===== config.mk =====
export PLATFORM = sky130hd
export DESIGN_NAME = checkout_scan_controller
export DESIGN_NICKNAME = d
export VERILOG_FILES = /design/src/rtl/checkout_pkg.sv /design/src/rtl/upc_classifier.sv /design/src/rtl/checkout_scan_controller.sv
export SDC_FILE = /design/constraint.sdc
export NUM_CORES = 1
export LEC_CHECK = 0
export ABC_AREA = 1
export CORE_ASPECT_RATIO = 0.8
export CORE_UTILIZATION = 40
export CTS_CLUSTER_SIZE = 40
export DETAILED_ROUTE_END_ITERATION = 10
export DONT_BUFFER_PORTS = 1
export PLACE_DENSITY = 0.63
export SETUP_SLACK_MARGIN = 0.3
export SKIP_LAST_GASP = 1
export SYNTH_ARGS = -nofsm -noshare
export SYNTH_HDL_FRONTEND = slang
export SYNTH_SLANG_ARGS = --single-unit

===== constraint.sdc =====
create_clock -name clk -period 1.9 [get_ports clk]
set_clock_uncertainty 0.15 [all_clocks]
set_input_delay 0.285 -clock clk [delete_from_list [all_inputs] [get_ports clk]]
set_output_delay 0.285 -clock clk [all_outputs]
set_load 0.03 [all_outputs]

===== src/rtl/checkout_pkg.sv =====
// checkout_pkg: shared types and defaults for the checkout lane controller
package checkout_pkg;
  localparam int CNT_W_DEFAULT = 4;
  typedef enum logic [2:0] {IDLE, SCAN, EVAL, ALARM, DONE} state_t;
  typedef struct packed {
    logic u;
    logic p;
    logic c;
  } upc_t;
endpackage


===== src/rtl/upc_classifier.sv =====
// upc_classifier: combinational discount/stolen decode of one UPC item
module upc_classifier (
  input  logic u,
  input  logic p,
  input  logic c,
  input  logic m,
  output logic discount,
  output logic stolen
);
  assign discount = p | (u & c);
  assign stolen = ~m & ~discount;
endmodule


===== src/rtl/checkout_scan_controller.sv =====
// checkout_scan_controller: item handshake, per-sale counters and stolen alarm FSM
module checkout_scan_controller
  import checkout_pkg::*;
#(
  parameter int CNT_W = CNT_W_DEFAULT
) (
  input  logic             clk,
  input  logic             reset,
  input  logic             item_valid,
  input  logic [2:0]       upc,
  input  logic             marked,
  output logic             item_ready,
  input  logic             end_sale,
  input  logic             alarm_clear,
  output logic             alarm,
  output logic             discount_flag,
  output logic             busy,
  output logic             sale_done,
  output logic [CNT_W-1:0] item_count,
  output logic [CNT_W-1:0] discount_count,
  output logic [CNT_W-1:0] stolen_count
);
  state_t state_q, state_d;
  upc_t item_q, item_d;
  logic m_q, m_d;
  logic [CNT_W-1:0] item_cnt_q, item_cnt_d, disc_cnt_q, disc_cnt_d, stol_cnt_q, stol_cnt_d;
  logic alarm_q, alarm_d, dflag_q, dflag_d, done_q, done_d;
  logic accept, disc, stol;
  function automatic logic [CNT_W-1:0] sat_inc(input logic [CNT_W-1:0] v);
    return &v ? v : v + 1'b1;
  endfunction
  upc_classifier u_cls (
    .u(item_q.u), .p(item_q.p), .c(item_q.c), .m(m_q),
    .discount(disc), .stolen(stol)
  );
  assign item_ready = state_q inside {IDLE, SCAN, DONE};
  assign accept = item_valid & item_ready;
  always_comb begin
    state_d = state_q;
    item_d = item_q;
    m_d = m_q;
    item_cnt_d = item_cnt_q;
    disc_cnt_d = disc_cnt_q;
    stol_cnt_d = stol_cnt_q;
    alarm_d = alarm_q;
    dflag_d = dflag_q;
    done_d = 1'b0;
    if (accept) begin
      item_d = upc_t'(upc);
      m_d = marked;
      state_d = EVAL;
    end
    // an item taken outside SCAN opens a fresh sale
    if (accept && state_q != SCAN) begin
      item_cnt_d = '0;
      disc_cnt_d = '0;
      stol_cnt_d = '0;
    end
    case (state_q)
      SCAN: if (!item_valid && end_sale) begin
        state_d = DONE;
        done_d = 1'b1;
      end
      EVAL: begin
        item_cnt_d = sat_inc(item_cnt_q);
        disc_cnt_d = disc ? sat_inc(disc_cnt_q) : disc_cnt_q;
        stol_cnt_d = stol ? sat_inc(stol_cnt_q) : stol_cnt_q;
        dflag_d = disc;
        alarm_d = stol;
        state_d = stol ? ALARM : SCAN;
      end
      ALARM: if (alarm_clear) begin
        alarm_d = 1'b0;
        state_d = SCAN;
      end
      default: ;
    endcase
  end
  always_ff @(posedge clk or posedge reset) begin
    if (reset) begin
      state_q <= IDLE;
      item_q <= '0;
      m_q <= 1'b0;
      item_cnt_q <= '0;
      disc_cnt_q <= '0;
      stol_cnt_q <= '0;
      alarm_q <= 1'b0;
      dflag_q <= 1'b0;
      done_q <= 1'b0;
    end else begin
      state_q <= state_d;
      item_q <= item_d;
      m_q <= m_d;
      item_cnt_q <= item_cnt_d;
      disc_cnt_q <= disc_cnt_d;
      stol_cnt_q <= stol_cnt_d;
      alarm_q <= alarm_d;
      dflag_q <= dflag_d;
      done_q <= done_d;
    end
  end
  assign alarm = alarm_q;
  assign discount_flag = dflag_q;
  assign busy = state_q != IDLE;
  assign sale_done = done_q;
  assign item_count = item_cnt_q;
  assign discount_count = disc_cnt_q;
  assign stolen_count = stol_cnt_q;
endmodule

==> results.yml <==
timing:
  hold_viol_final: 0
  setup_viol: 0
  finalSetupTns_ps: 0
  rsz0062_at_grt: "yes"
  fin_crit_sh_pct: 81.9
  tightest_slew_ps: 415
  report.final.slew_viol_count: 0
  max-slew-margin-rel_pct: 72.3
  finalCriticalPeriod_ps: 1560
  max_freq_mhz: 642
power:
  switching_power_mw: 1.03
  p_per_area_nw_per_um2: 1520
  max-vdd-ir-drop_v: 0.000549
  p_seq_share_pct: 39.9
  p_int_mw: 1.06
  swShare_pct: 49.3
  p_clk_share_pct: 10.2
  p_leak_nw: 0.739
  combPwrFrac_pct: 49.9
synthesis:
  synth_seq_cells: 22
  synthesis.nets: 161
  async_flop_share_pct: 100
  synth_top_area_cell: "dfrtp_1"
  synth_most_common_cell: "nand2_1"
  synth.area.top_cells: "dfrtp_1, nand2_1, nand3_1"
  synth_edf_count: 0
  yosysTopAreaCellShare_pct: 47.3
  synth_top_flop_cell: "dfrtp_1"
  syn-cell-area_sq_um: 1160
  synth_warnings: 0
  synth_commonest_cells: "nand2_1, dfrtp_1, nand3_1"
  avgSynthCellArea_sq_um: 7.81
  synthDistinctLibCells: 18
  synth_cells: 149
  ys_seq_area_share_pct: 47.3
cells_and_area:
  drive_above_1_share_pct: 17.3
  layout-area-overhead-vs-synth_pct: 18.1
  fin_area_sq_um: 1370
  final_net_count: 182
  n_fill_cell: 280
  antenna_cells: 0
placed_design:
  dp_hpwl_mm: 1.83
  place_congestion: 0.828
  portBuffers: 0
  place_area_sq_um: 1270
clock_tree:
  cts_root_buf: "clkbuf_4"
  cts_buffers: 3
  cts.sinks: 22
  h-tree-depth: 1
  cts_tree: "yes"
  clock_latency_ps: 300
  cts_buffer_depth: 2
  path_clk_slew_ps: 120
setup_path:
  crit_chain: "a21oi_1 > buf_4"
  cp_top_family: "flip-flops"
  worstPathArrival_ps: 1120
  r2r_slack_ps: 410
  cp_num_buf_inv: 1
  required_ps: 1460
  end_kind: "primary output"
  r2r-end: "item_count[0]$_DFFE_PP0P_"
  critPathSlowestCell: "dfrtp_2"
  critPathMaxStageDelay_ps: 470
  worstPathMaxFanout: 6
  crit_path_start_kind: "register"
  crit_type: "reg2out"
  rr_startpoint: "item_count[2]$_DFFE_PP0P_"
  ff2ff_path_depth: 5
run_status:
  outcome: "complete, no violations"
grt:
  grt_usage_pct: 17.8
  grt_max_degree: 23
  grt_pass1_wl_mm: 4.36
  antenna_found_initial: 0
  grt_pass1_vias: 975
  grt_overflow: 0
floorplan:
  die_area_sq_um: 3130
  top_level_ports: 26
  num_rows: 17
  start_util_pct: 42.1
  core_area_sq_um: 2770
  die_w_um: 62.3
  fp.dieH_um: 50.2
detailed_routing:
  drt-total-wl_mm: 2.51
  wire_per_inst_um: 12.2
  vias: 1034
  drt-initial-drc-count: 16
  vias_per_cell: 5.02
  drc_errors: 0
  ant_nets: 0
  dr.pass1.iters: 4
min_path:
  hold_depth: 3
  min_from: "alarm_clear"
  hp-class: "in2reg"
  holdPathEnd: "alarm$_DFFE_PP0P_"
flow_run:
  maxCapViolCount: 0
## layout make-up
| class | instances | area, sq um | share of cell area (%) |
|---|---|---|---|
| inverter | 18 | 67.6 | 4.92 |
| timing repair buffer | 17 | 140 | 10.2 |
| multi-input combinational | 108 | 543 | 39.5 |
| tap | 38 | 47.5 | 3.46 |
| sequential | 22 | 553 | 40.3 |
| clock buffer | 3 | 22.5 | 1.64 |
## flip-flops by register name (all words and copies together) (netlist names)
register	cells
discount_count	4
item_count	4
stolen_count	4
item_q	3
state_q	3
alarm	1
discount_flag	1
m_q	1
sale_done	1
## how the worst max path moves through the flow
stage,start,endpoint,cells after the start
2_1_floorplan,stolen_count[0]$_DFFE_PP0P_,stolen_count[0]$_DFFE_PP0P_,8
3_3_place_gp,item_count[2]$_DFFE_PP0P_,item_count[3]$_DFFE_PP0P_,5
3_5_place_dp,item_count[2]$_DFFE_PP0P_,item_count[0]$_DFFE_PP0P_,5
4_1_cts,state_q[0]$_DFF_PP0_,item_ready,2
5_1_grt,state_q[1]$_DFF_PP0_,busy,2
6_report,state_q[0]$_DFF_PP0_,item_ready,2
## cell families after synthesis
family / Yosys count / synth area share, %
DFF: 22 / 47.3
and+or+nand+nor: 96 / 38.6
buffers and inverters: 19 / 6.45
AOI/OAI and AO/OA: 9 / 4.41
adders and majority gates: 3 / 3.23
## cell usage in the layout, fill, tap and decap left out
cell type and count:
clkbuf_4 3, o21bai_1 1, o21ai_2 1, nand3_4 2
ha_1 3, nor3_1 3, a21oi_1 2, nand3_1 20
nand2_2 5, or2_2 1, inv_1 17, dfrtp_2 2
nand2_1 47, o21ai_1 2, nand4_1 5, dlygate4sd3_1 5
o21ai_0 3, nor2_2 1, buf_4 12, nor2_1 11
nor2_4 1, inv_2 1, dfrtp_1 20
## power groups by stage
stage | sequential, mW | combinational, mW | clock, mW
after floorplan | 0.970 | 0.577 | 0
after global placement | 0.830 | 0.949 | 0
after detailed placement | 0.841 | 0.979 | 0
after CTS | 0.835 | 0.999 | 0.225
after global routing | 0.859 | 1.16 | 0.245
final | 0.834 | 1.04 | 0.214
## through the flow
step | worst slack (ps) | hold WS (ps) | std cells | util [%] | total power, mW
global placement | 483 | 85.3 | 195 | 46.0 | 1.78
detailed placement | 440 | 86.0 | 195 | 46.0 | 1.82
floorplan | 381 | 124 | 149 | - | 1.55
global route | 288 | 32.5 | 206 | 49.7 | 2.27
CTS | 310 | 25.3 | 203 | 48.8 | 2.06
finish | 343 | 39.8 | 206 | 49.7 | 2.09
## tightest hold or removal path: cells and delay by family
family / cells / cell delay, ps
AND/OR/NAND/NOR: 2 / 110
AO/OA/AOI/OAI: 1 / 70
## timing repair
| action | 4_1_cts | 5_1_grt |
|---|---|---|
| hold buffers | 5 | 0 |
| endpoints found under the hold margin | 26 | 0 |
| resized for setup | 3 | 2 |
| setup buffers | 0 | 3 |
| setup endpoints to repair | 2 | 6 |
| pin swaps | 0 | 1 |
## layer usage
metal / wire (um) / vias to the layer above / GRT usage, %
met1: 1180 / 489 / 21.5
met4: 10 / 0 / 4.26
li1: - / 517 / -
met2: 1200 / 26 / 31.0
met3: 118 / 2 / 5.68
met5: 0 / - / 0
Note: power is estimated with default switching activity, not from simulation.
